--- src/rtl/pinball_pkg.sv ---
// pinball_pkg: shared ball FSM states, edge-code bit indices and screen size
package pinball_pkg;
    typedef enum logic [1:0] {PARKED, CHARGE, FLIGHT, DRAIN} ball_state_e;
    localparam int EDGE_LEFT   = 0;
    localparam int EDGE_TOP    = 1;
    localparam int EDGE_RIGHT  = 2;
    localparam int EDGE_BOTTOM = 3;
    localparam int SCREEN_W    = 640;
    localparam int SCREEN_H    = 480;
endpackage

--- src/rtl/ball_controller.sv ---
// ball_controller: ball FSM, fixed-point physics and collision latches
module ball_controller
    import pinball_pkg::*;
#(
    parameter int START_X        = 560,
    parameter int START_Y        = 400,
    parameter int FRAC           = 6,
    parameter int GRAVITY        = 4,
    parameter int MAX_SPEED      = 1024,
    parameter int LAUNCH_STEP    = 16,
    parameter int LAUNCH_MAX     = 1024,
    parameter int FLIPPER_KICK   = 640,
    parameter int BOTTOM_Y       = 479,
    parameter int RESPAWN_FRAMES = 60
) (
    input  logic               clk,
    input  logic               resetN,
    input  logic               startOfFrame,
    input  logic               collisionBorders,
    input  logic               collisionFlipper,
    input  logic        [3:0]  HitEdgeCode,
    input  logic               launchKey,
    input  logic               pause,
    output logic signed [10:0] topLeftX,
    output logic signed [10:0] topLeftY,
    output logic               ballLost,
    output logic               launching
);
    localparam int W  = 11 + FRAC;
    localparam int CW = $clog2(RESPAWN_FRAMES + 1);
    localparam logic signed [W-1:0] SPAWN_X = W'(START_X * (1 << FRAC));
    localparam logic signed [W-1:0] SPAWN_Y = W'(START_Y * (1 << FRAC));
    localparam logic signed [W-1:0] GRAV    = W'(GRAVITY);
    localparam logic signed [W-1:0] MAXS    = W'(MAX_SPEED);
    localparam logic signed [W-1:0] STEP    = W'(LAUNCH_STEP);
    localparam logic signed [W-1:0] LMAX    = W'(LAUNCH_MAX);
    localparam logic signed [W-1:0] KICK    = W'(FLIPPER_KICK);
    localparam logic signed [W-1:0] BOT     = W'(BOTTOM_Y);
    localparam logic [CW-1:0]       LAST    = CW'(RESPAWN_FRAMES - 1);

    ball_state_e        state_q;
    logic signed [W-1:0] px_q, py_q, vx_q, vy_q, charge_q;
    logic signed [W-1:0] vx_r_d, vy_r_d, vx_d, vy_d, px_d, py_d, charge_d;
    logic [CW-1:0]      cnt_q;
    logic [3:0]         border_q;
    logic               flip_q, lost_q, drain_d;
    logic               vx_neg, vx_pos, vy_neg, vy_pos;

    function automatic logic signed [W-1:0] sat(input logic signed [W-1:0] v);
        return v > MAXS ? MAXS : (v < -MAXS ? -MAXS : v);
    endfunction

    // one flight frame: reflect (flipper overrides bottom), gravity, saturate, move
    always_comb begin
        vx_neg   = vx_q[W-1];
        vx_pos   = !vx_q[W-1] && |vx_q;
        vy_neg   = vy_q[W-1];
        vy_pos   = !vy_q[W-1] && |vy_q;
        vx_r_d   = ((border_q[EDGE_LEFT] && vx_neg) || (border_q[EDGE_RIGHT] && vx_pos)) ? -vx_q : vx_q;
        vy_r_d   = (flip_q && vy_pos) ? -KICK :
                   ((border_q[EDGE_TOP] && vy_neg) || (border_q[EDGE_BOTTOM] && vy_pos)) ? -vy_q : vy_q;
        vx_d     = sat(vx_r_d);
        vy_d     = sat(vy_r_d + GRAV);
        px_d     = px_q + vx_d;
        py_d     = py_q + vy_d;
        drain_d  = (py_d >>> FRAC) > BOT;
        charge_d = (charge_q + STEP > LMAX) ? LMAX : charge_q + STEP;
    end

    // state machine and physics registers, advanced once per unpaused frame
    always_ff @(posedge clk) begin
        if (!resetN) begin
            state_q  <= PARKED;
            px_q     <= SPAWN_X;
            py_q     <= SPAWN_Y;
            vx_q     <= '0;
            vy_q     <= '0;
            charge_q <= '0;
            cnt_q    <= '0;
            lost_q   <= 1'b0;
        end else begin
            lost_q <= 1'b0;
            if (startOfFrame && !pause) begin
                case (state_q)
                    PARKED: begin
                        px_q <= SPAWN_X;
                        py_q <= SPAWN_Y;
                        vx_q <= '0;
                        vy_q <= '0;
                        if (launchKey) begin
                            state_q  <= CHARGE;
                            charge_q <= '0;
                        end
                    end
                    CHARGE: begin
                        if (launchKey) begin
                            charge_q <= charge_d;
                        end else begin
                            state_q <= FLIGHT;
                            vx_q    <= '0;
                            vy_q    <= -charge_q;
                        end
                    end
                    FLIGHT: begin
                        vx_q <= vx_d;
                        vy_q <= vy_d;
                        px_q <= px_d;
                        py_q <= py_d;
                        if (drain_d) begin
                            state_q <= DRAIN;
                            cnt_q   <= '0;
                            lost_q  <= 1'b1;
                        end
                    end
                    DRAIN: begin
                        if (cnt_q == LAST) begin
                            state_q <= PARKED;
                            px_q    <= SPAWN_X;
                            py_q    <= SPAWN_Y;
                            vx_q    <= '0;
                            vy_q    <= '0;
                        end else begin
                            cnt_q <= cnt_q + 1'b1;
                        end
                    end
                    default: state_q <= PARKED;
                endcase
            end
        end
    end

    // collision latches: gather hits during flight, drop them when consumed or outside flight
    always_ff @(posedge clk) begin
        if (!resetN || state_q != FLIGHT || (startOfFrame && !pause)) begin
            border_q <= '0;
            flip_q   <= 1'b0;
        end else begin
            border_q <= border_q | (collisionBorders ? HitEdgeCode : 4'b0);
            flip_q   <= flip_q | collisionFlipper;
        end
    end

    assign topLeftX  = px_q[W-1:FRAC];
    assign topLeftY  = py_q[W-1:FRAC];
    assign ballLost  = lost_q;
    assign launching = state_q == CHARGE;
endmodule

--- src/rtl/square_object.sv ---
// square_object: registered pixel-in-rectangle test with pixel offset
module square_object #(
    parameter int OBJ_W = 32,
    parameter int OBJ_H = 32
) (
    input  logic               clk,
    input  logic               resetN,
    input  logic signed [10:0] PixelX,
    input  logic signed [10:0] PixelY,
    input  logic signed [10:0] topLeftX,
    input  logic signed [10:0] topLeftY,
    output logic        [10:0] offsetX,
    output logic        [10:0] offsetY,
    output logic               insideRectangle
);
    localparam logic signed [11:0] OW = 12'(OBJ_W);
    localparam logic signed [11:0] OH = 12'(OBJ_H);
    logic signed [11:0] dx_d, dy_d;
    logic               in_d;
    // pixel distance from the top-left corner, widened so off-screen corners compare correctly
    always_comb begin
        dx_d = {PixelX[10], PixelX} - {topLeftX[10], topLeftX};
        dy_d = {PixelY[10], PixelY} - {topLeftY[10], topLeftY};
        in_d = !dx_d[11] && dx_d < OW && !dy_d[11] && dy_d < OH;
    end
    // register the inside flag and offsets, offsets zeroed outside the box
    always_ff @(posedge clk) begin
        if (!resetN) begin
            insideRectangle <= 1'b0;
            offsetX         <= '0;
            offsetY         <= '0;
        end else begin
            insideRectangle <= in_d;
            offsetX         <= in_d ? dx_d[10:0] : '0;
            offsetY         <= in_d ? dy_d[10:0] : '0;
        end
    end
endmodule

--- src/rtl/ball_block.sv ---
// ball_block: pinball ball object, physics controller plus screen-rectangle test
module ball_block #(
    parameter int OBJ_W          = 32,
    parameter int OBJ_H          = 32,
    parameter int START_X        = 560,
    parameter int START_Y        = 400,
    parameter int FRAC           = 6,
    parameter int GRAVITY        = 4,
    parameter int MAX_SPEED      = 1024,
    parameter int LAUNCH_STEP    = 16,
    parameter int LAUNCH_MAX     = 1024,
    parameter int FLIPPER_KICK   = 640,
    parameter int BOTTOM_Y       = 479,
    parameter int RESPAWN_FRAMES = 60
) (
    input  logic               clk,
    input  logic               resetN,
    input  logic signed [10:0] PixelX,
    input  logic signed [10:0] PixelY,
    input  logic               startOfFrame,
    input  logic               collisionBorders,
    input  logic               collisionFlipper,
    input  logic        [3:0]  HitEdgeCode,
    input  logic               launchKey,
    input  logic               pause,
    output logic signed [10:0] topLeftX,
    output logic signed [10:0] topLeftY,
    output logic        [10:0] offsetX,
    output logic        [10:0] offsetY,
    output logic               insideRectangle,
    output logic               ballLost,
    output logic               launching
);
    ball_controller #(
        .START_X(START_X), .START_Y(START_Y), .FRAC(FRAC), .GRAVITY(GRAVITY),
        .MAX_SPEED(MAX_SPEED), .LAUNCH_STEP(LAUNCH_STEP), .LAUNCH_MAX(LAUNCH_MAX),
        .FLIPPER_KICK(FLIPPER_KICK), .BOTTOM_Y(BOTTOM_Y), .RESPAWN_FRAMES(RESPAWN_FRAMES)
    ) u_ctrl (
        .clk(clk), .resetN(resetN), .startOfFrame(startOfFrame),
        .collisionBorders(collisionBorders), .collisionFlipper(collisionFlipper),
        .HitEdgeCode(HitEdgeCode), .launchKey(launchKey), .pause(pause),
        .topLeftX(topLeftX), .topLeftY(topLeftY), .ballLost(ballLost), .launching(launching)
    );

    square_object #(.OBJ_W(OBJ_W), .OBJ_H(OBJ_H)) u_rect (
        .clk(clk), .resetN(resetN), .PixelX(PixelX), .PixelY(PixelY),
        .topLeftX(topLeftX), .topLeftY(topLeftY),
        .offsetX(offsetX), .offsetY(offsetY), .insideRectangle(insideRectangle)
    );
endmodule
--- config.mk ---
export PLATFORM = sky130hd
export DESIGN_NAME = ball_block
export DESIGN_NICKNAME = d
export VERILOG_FILES = /design/src/rtl/pinball_pkg.sv /design/src/rtl/ball_controller.sv /design/src/rtl/square_object.sv /design/src/rtl/ball_block.sv
export SDC_FILE = /design/constraint.sdc
export NUM_CORES = 1
export LEC_CHECK = 0
export ABC_AREA = 1
export CAP_MARGIN = 20
export CORE_MARGIN = 4
export CORE_UTILIZATION = 55
export CTS_BUF_LIST = sky130_fd_sc_hd__clkbuf_8
export DETAILED_ROUTE_END_ITERATION = 12
export PLACE_DENSITY = 0.76
export RECOVER_POWER = 50
export SLEW_MARGIN = 20
export SYNTH_ARGS = -nofsm -noshare
export SYNTH_HDL_FRONTEND = slang
export SYNTH_HIERARCHICAL = 1
export SYNTH_SLANG_ARGS = --single-unit
--- constraint.sdc ---
create_clock -name clk -period 13.9 [get_ports clk]
set_input_delay 3.475 -clock clk [delete_from_list [all_inputs] [get_ports clk]]
set_output_delay 3.475 -clock clk [all_outputs]
set_load 0.03 [all_outputs]
==> results of run 1 <==
## kinds of logic after synthesis
kind of cell,count (synthesis)
XOR/XNOR,52
flip-flops,118
buffers and inverters,268
AO/OA/AOI/OAI,231
other,1
adder cells (fa/ha/maj),76
AND/OR/NAND/NOR,733
## state kept, by name (all words and copies together) (netlist names)
signal,count
u_ctrl/cnt_q,6
u_ctrl/vy_q,17
u_rect/offsetY,11
u_rect/insideRectangle,1
u_ctrl/state_q,2
u_ctrl/py_q,17
u_ctrl/border_q,4
u_ctrl/flip_q,1
u_rect/offsetX,11
u_ctrl/vx_q,17
u_ctrl/charge_q,13
u_ctrl/ballLost,1
u_ctrl/px_q,17
## stage by stage
stage | total power, mW | std cells
final | 0.772 | 1778
after detailed placement | 0.444 | 1745
after CTS | 0.782 | 1777
after floorplan | 0.415 | 1490
after global routing | 0.808 | 1778
after global placement | 0.442 | 1745
## placed cells by master (no fill, tap or decap), types with 5 or more instances in the layout
cell and count:
a21oi_2 8, ha_1 72, a21oi_1 141, nand2_1 383
inv_1 202, nor4_1 5, nand3b_1 9, nor2_2 16
nor3_1 19, or2_2 7, nor3_2 11, conb_1 12
nor2_1 126, nor2_4 6, nand3_2 11, nand4_1 16
a31oi_1 6, xnor2_1 12, nand3_1 93, o21ai_0 42
clkbuf_8 18, inv_2 16, dfxtp_1 118, xor2_1 40
clkdlybuf4s50_1 31, nand2_2 18, a32oi_1 8, dlygate4sd3_1 48
## per-layer routing
metal | GRT usage, % | vias to the layer above
met2 | 38.6 | 233
met4 | 8.41 | 0
li1 | - | 4861
met1 | 29.5 | 4150
met3 | 4.71 | 44
met5 | 0 | -
## final cells by class
type                            instances  area, sq um
Timing Repair Buffer                   82          810
Fill cell                            1608         6340
Sequential cell                       118         2360
Clock inverter                         14          173
Multi-Input combinational cell       1104         6150
Inverter                              217          815
Clock buffer                           18          248
Tap cell                              225          282
## worst paths after layout
path                                             startpoint  slack, ns                      endpoint  depth (start not counted)
worst min-delay path            u_ctrl/vx_q[3]$_SDFFE_PN0P_       0.47   u_ctrl/vx_q[3]$_SDFFE_PN0P_                          2
worst max-delay path            u_ctrl/vy_q[0]$_SDFFE_PN0P_       6.65  u_ctrl/cnt_q[0]$_SDFFE_PN0P_                         43
worst min register to register  u_ctrl/vx_q[3]$_SDFFE_PN0P_       0.47   u_ctrl/vx_q[3]$_SDFFE_PN0P_                          2
worst max register to register  u_ctrl/vy_q[0]$_SDFFE_PN0P_       6.65  u_ctrl/cnt_q[0]$_SDFFE_PN0P_                         43
## critical path: cells and delay by family, from the launching register on
| kind | cells | cell delay [ns] |
|---|---|---|
| xor gates and xnor gates | 2 | 0.39 |
| DFF | 1 | 0.34 |
| buffers and inverters | 6 | 0.63 |
| adders and majority gates | 5 | 1.28 |
| AOI/OAI and AO/OA | 7 | 1.11 |
| and+or+nand+nor | 23 | 3.24 |
## where the power goes
group | internal (mW) | total (mW) | switching [mW]
Combinational | 0.0338 | 0.0905 | 0.0567
Sequential | 0.341 | 0.344 | 0.00286
Clock | 0.183 | 0.337 | 0.154
Total | 0.559 | 0.772 | 0.213
==> out/qor.yml, run 1 <==
worst_setup_path:
  crit_type: "reg -> reg"
  critPathMaxStageDelay_ns: 0.61
  arrival_ns: 7.44
  critPathSlowestCell: "nand2_1"
  required_ns: 14.08
  start_kind: "flip-flop"
  critPathCaptureType: "flip-flop"
  critPathMaxFanout: 22
  cpMostUsedCell: "nand2_1"
sta:
  worst_pin_slew_ns: 3.37
  fin_crit_ns: 7.25
  report.final.slew_viol_count: 71
  fin_hold_ws_ns: 0.468
  rsz0062_at_grt: "false"
  max-slew-margin-rel_pct: -125
  worst_slack_ns: 6.65
  skew_ns: 0.0193
  fmax_ghz: 0.138
  fin_tns_setup_ns: 0
  period_share_pct: 52.2
  hold_viol: 0
  setup_viol: 0
floorplanning:
  die_h_microns: 140
  ios: 80
  rows: 48
  die_area_sq_mm: 0.0196
  initial_core_util_pct: 55.8
  die_w_microns: 140
  coreArea_sq_mm: 0.0172
logic_synthesis:
  synth_compound_area_share_pct: 13.6
  yosysWarnings: 6
  syn_avg_cell_area_sq_um: 6.49
  synth_area_leaders: "dfxtp_1 (25%), nand2_1 (15%), ha_1 (9.4%), inv_1 (7.8%), a21oi_1 (7.4%)"
  synth_most_common_cell: "nand2_1"
  synth-xor-area-share_pct: 4.75
  syn-cell-area_sq_mm: 0.00959
  yosys.area.top_type: "dfxtp_1"
  synth_top_family_by_area: "simple AND/OR/NAND/NOR gates"
  synth_top_cells_by_count: "nand2_1 (383), inv_1 (200), a21oi_1 (141)"
  ys_ff_latch: 118
  synth_top_area_share_pct: 24.6
  synth_async_sr_flop_share_pct: 0
  muxShareOfSynthArea_pct: 0
  synth_cell_type_count: 53
  ys_dominant_reg_cell: "dfxtp_1"
  yosys.area_share.simple_pct: 35.0
  synth-seq-area-share_pct: 24.6
  synth_cells: 1479
  synth_edf_count: 0
  yosys.area_share.adder_pct: 10.2
detailed_routing:
  avgViaCountPerCell: 5.22
  wl_per_cell_microns: 12.8
  met1_length_microns: 10600
  drcViolationCount: 0
  top_layer_used: "met4"
  vias: 9288
  drtPass1Iterations: 5
  final_antenna_net_count: 0
  wl_met2_microns: 10400
  dr_wl_met3_microns: 1220
  drtIter0Drc: 633
  wirelength_microns: 22800
clock_network:
  cts-root-buf: "clkbuf_8"
  path_clk_slew_ns: 0.08
  cts_tree: "done"
  clock_latency_ns: 0.45
  h-tree-depth: 4
  cts_resized: 0
  cts_sinks: 118
  numCtsBuffers: 17
  clockBufferDepth: 2
  post_cts_buffers: 0
  cts_hold_buf: 0
global_route:
  grt_pass1_vias: 8460
  grt_max_degree: 71
  grt_usage_pct: 23.1
  overflow: 0
  grt_pass1_wl_microns: 38100
  antenna_found_initial: 0
place:
  dpl.hpwl_microns: 17500
  port_buffers: 79
  gp_congestion: 0.905
  placed_cell_area_sq_mm: 0.0104
  pre_cts_slack_ns: 6.56
outcome:
  outcome: "finished, violations left"
  violations: "capacitance limit, slew limit"
layout:
  drive_above_1_share_pct: 8.89
  final_area_sq_mm: 0.0108
  nNetsFinal: 1649
  diodes: 0
  areaGrowthSynthToFinish_pct: 13.0
  post-route-util_pct: 63.1
run:
  cap_viol_max_count: 1
power:
  power_density_mw_per_mm2: 71.2
  p_leak_nw: 5.00
  irDropWorstVdd_uv: 56.6
hold_path:
  hp-class: "reg -> reg"
(Power assumes the default switching activity.)
==> inputs of run 2 (changes only) <==
--- a/config.mk
+++ b/config.mk
@@ -11,7 +11,7 @@
 export CORE_UTILIZATION = 55
 export CTS_BUF_LIST = sky130_fd_sc_hd__clkbuf_8
 export DETAILED_ROUTE_END_ITERATION = 12
-export PLACE_DENSITY = 0.76
+export PLACE_DENSITY = 0.79
 export RECOVER_POWER = 50
 export SLEW_MARGIN = 20
 export SYNTH_ARGS = -nofsm -noshare
==> constraint.sdc (replaced) <==
create_clock -name clk -period 6 [get_ports clk]
set_input_delay 1.5 -clock clk [delete_from_list [all_inputs] [get_ports clk]]
set_output_delay 1.5 -clock clk [all_outputs]
set_load 0.03 [all_outputs]
==> run 2 against run 1 <==
Global-route usage up 1.2 points. Worst setup slack got worse by 6.4 ns. The run now ends clean. Design area is 6.8% higher. Utilization grew 4.3 points. Sequential cell count did not move. First-iteration DRC count up 30%. Non-clock buffer count is 42 higher. Register-to-register slack got worse by 6.4 ns. Highest routed layer unchanged. Sequential share of layout area is 1.4 points lower.
==> out/qor.yml, run 2 (synthesis results as in run 1) <==
worst_setup_path:
  critPathSlowestCell: "dfxtp_2"
  required_ns: 6.32  # -7.76 ns
  cpMostUsedCell: "nand2_2"
  r2r_setup_slack_ns: 0.20  # -6.44 ns
  startpoint: "u_ctrl/vy_q[1]$_SDFFE_PN0P_"
  cp_top_family: "simple AND/OR/NAND/NOR gates"
  arrival_ns: 6.12  # -1.32 ns
  crit_type: "reg -> reg"
  r2r_start: "u_ctrl/vy_q[1]$_SDFFE_PN0P_"
  crit_buf_inv: 6  # unchanged
  critPathMaxStageDelay_ns: 0.34  # -0.27 ns
  start_kind: "flip-flop"
  critPathCaptureType: "flip-flop"
  crit_end: "u_ctrl/cnt_q[1]$_SDFFE_PN0P_"
  rr_worst_depth: 45  # +4.7%
  critPathMaxFanout: 6  # -73%
  cp.depth: 45  # +4.7%
  worst_r2r_endpoint: "u_ctrl/cnt_q[1]$_SDFFE_PN0P_"
layout:
  drive_above_1_share_pct: 16.0  # +7.1 points
  multi_input_area_sq_mm: 0.00655  # +6.6%
  nFillCells: 1505  # -6.4%
  areaGrowthSynthToFinish_pct: 20.7
  seqCellArea_sq_mm: 0.00236  # about the same
  diodes: 0  # unchanged
  final_common_cell: "nand2_1"
  final_area_sq_mm: 0.0116  # +6.8%
  most-common-layout-cells: "nand2_1 (375), inv_1 (195), a21oi_1 (132), dfxtp_1 (117), nor2_1 (108)"
  post-route-util_pct: 67.4  # +4.3 points
  nNetsFinal: 1692  # +2.6%
detailed_routing:
  wl_per_cell_microns: 13.6  # +6.2%
  vias: 9894  # +6.5%
  final_antenna_net_count: 0  # unchanged
  avgViaCountPerCell: 5.43  # +4.0%
  drtPass1Iterations: 5  # unchanged
  wirelength_microns: 24800  # +8.8%
  drcViolationCount: 0  # unchanged
  drtIter0Drc: 826  # +30%
floorplanning:
  coreArea_sq_mm: 0.0172  # unchanged
  ios: 80  # unchanged
  rows: 48  # unchanged
  die_h_microns: 140  # unchanged
  initial_core_util_pct: 55.8  # unchanged
  die_area_sq_mm: 0.0196  # unchanged
  die_w_microns: 140  # unchanged
place:
  dpl.hpwl_microns: 18300  # +4.9%
  port_buffers: 79  # unchanged
  placed_cell_area_sq_mm: 0.0106  # +2.0%
  gp_congestion: 0.939  # +3.8%
sta:
  setup_viol: 0  # unchanged
  skew_ns: 0.0170  # -0.00225 ns
  hold_viol: 0  # unchanged
  worst_pin_slew_ns: 1.00  # -2.37 ns
  max-slew-margin-rel_pct: 33.0  # +160 points
  rsz0062_at_grt: "true"
  fin_crit_ns: 5.80  # -1.46 ns
  report.final.slew_viol_count: 0  # -100%
  period_share_pct: 96.7  # +44 points
  fin_hold_ws_ns: 0.467  # -0.00180 ns
  fmax_ghz: 0.172  # +25%
power:
  combPwrFrac_pct: 12.0  # +0.3 points
  intPower_mw: 1.28  # +130%
  p_leak_nw: 5.24  # +4.9%
  switching_share_pct: 28.2  # +0.62 points
  power_mw: 1.78  # +130%
  p_clk_share_pct: 43.2  # -0.5 points
  switchingPower_mw: 0.503  # +140%
  pwr-share-seq_pct: 44.7  # about the same
  power_density_mw_per_mm2: 154  # +120%
  irDropWorstVdd_uv: 118  # +110%
clock_network:
  path_clk_slew_ns: 0.08  # about the same
  h-tree-depth: 4  # unchanged
  cts_sinks: 118  # unchanged
  clockBufferDepth: 2  # unchanged
  cts_tree: "done"
  numCtsBuffers: 17  # unchanged
  cts-root-buf: "clkbuf_8"
  clock_latency_ns: 0.45  # about the same
global_route:
  grt_use_met3_pct: 4.34  # -0.38 points
  grt_max_degree: 64  # -9.9%
  grt_pass1_wl_microns: 40400  # +5.8%
  overflow: 0  # unchanged
  top_usage_layer: "met2"
  grt_usage_pct: 24.3  # +1.2 points
  use_met1_pct: 32.0  # +2.5 points
  antenna_found_initial: 0  # unchanged
  met2_usage_pct: 40.8  # +2.3 points
  grt_pass1_vias: 8979  # +6.1%
hold_path:
  hp-class: "reg -> reg"
run:
  cap_viol_max_count: 0  # -1
outcome:
  outcome: "complete, no violations"
## run 2: repair_timing
item | CTS | global route
setup buffers | 2 | 14
resized for setup | 11 | 95
pin swaps | 1 | 59
gates cloned | 0 | 1
hold buffers | 0 | 0
setup endpoints to repair | 10 | 20
## run 2: worst min-delay path by stage
| stage | from | end | slack, ns | cells past startpoint |
|---|---|---|---|---|
| detailed placement | u_ctrl/vx_q[3]$_SDFFE_PN0P_ | u_ctrl/vx_q[3]$_SDFFE_PN0P_ | 0.46 | 2 |
| global route | u_ctrl/cnt_q[5]$_SDFFE_PN0P_ | u_ctrl/cnt_q[5]$_SDFFE_PN0P_ | 0.50 | 2 |
| global placement | u_ctrl/vx_q[15]$_SDFFE_PN0P_ | u_ctrl/vx_q[15]$_SDFFE_PN0P_ | 0.45 | 2 |
| finish | u_ctrl/vx_q[3]$_SDFFE_PN0P_ | u_ctrl/vx_q[3]$_SDFFE_PN0P_ | 0.47 | 2 |
| CTS | u_ctrl/vx_q[3]$_SDFFE_PN0P_ | u_ctrl/vx_q[3]$_SDFFE_PN0P_ | 0.47 | 2 |
| floorplan | u_ctrl/cnt_q[5]$_SDFFE_PN0P_ | u_ctrl/cnt_q[5]$_SDFFE_PN0P_ | 0.44 | 2 |
## run 2: power groups by stage
stage | Combinational, mW | Sequential [mW] | Clock, mW
final | 0.214 | 0.796 | 0.770
after global routing | 0.238 | 0.797 | 0.822
after CTS | 0.215 | 0.797 | 0.786
after detailed placement | 0.213 | 0.815 | 0
after global placement | 0.210 | 0.815 | 0
after floorplan | 0.140 | 0.822 | 0
## run 2: layout make-up
cell class                      instances  area share, %
Timing Repair Buffer                  124           9.81
Tap cell                              225           2.43
Sequential cell                       118           20.4
Multi-Input combinational cell       1105           56.6
Clock inverter                         12           1.22
Clock buffer                           20           2.38
Inverter                              217           7.14
## run 2: worst min-delay path, cell delays in order, from the launching register on
cell	delay (ns)
dfxtp_1	0.31
nand2_1	0.06
a21oi_1	0.05
## run 2: layer usage
layer,up-vias,wire (microns)
met2,340,11700
met1,4548,11100
met5,-,0
met4,0,425
met3,44,1610
li1,4962,-
## run 2: per-stage QoR
step / std cells / setup slack, ns / setup TNS, ns
2_1_floorplan: 1490 / 0.318 / 0
3_3_place_gp: 1772 / -0.357 / -0.752
3_5_place_dp: 1772 / -0.423 / -1.01
4_1_cts: 1806 / 0.00350 / 0
5_1_grt: 1821 / -0.227 / -2.03
6_report: 1821 / 0.201 / 0
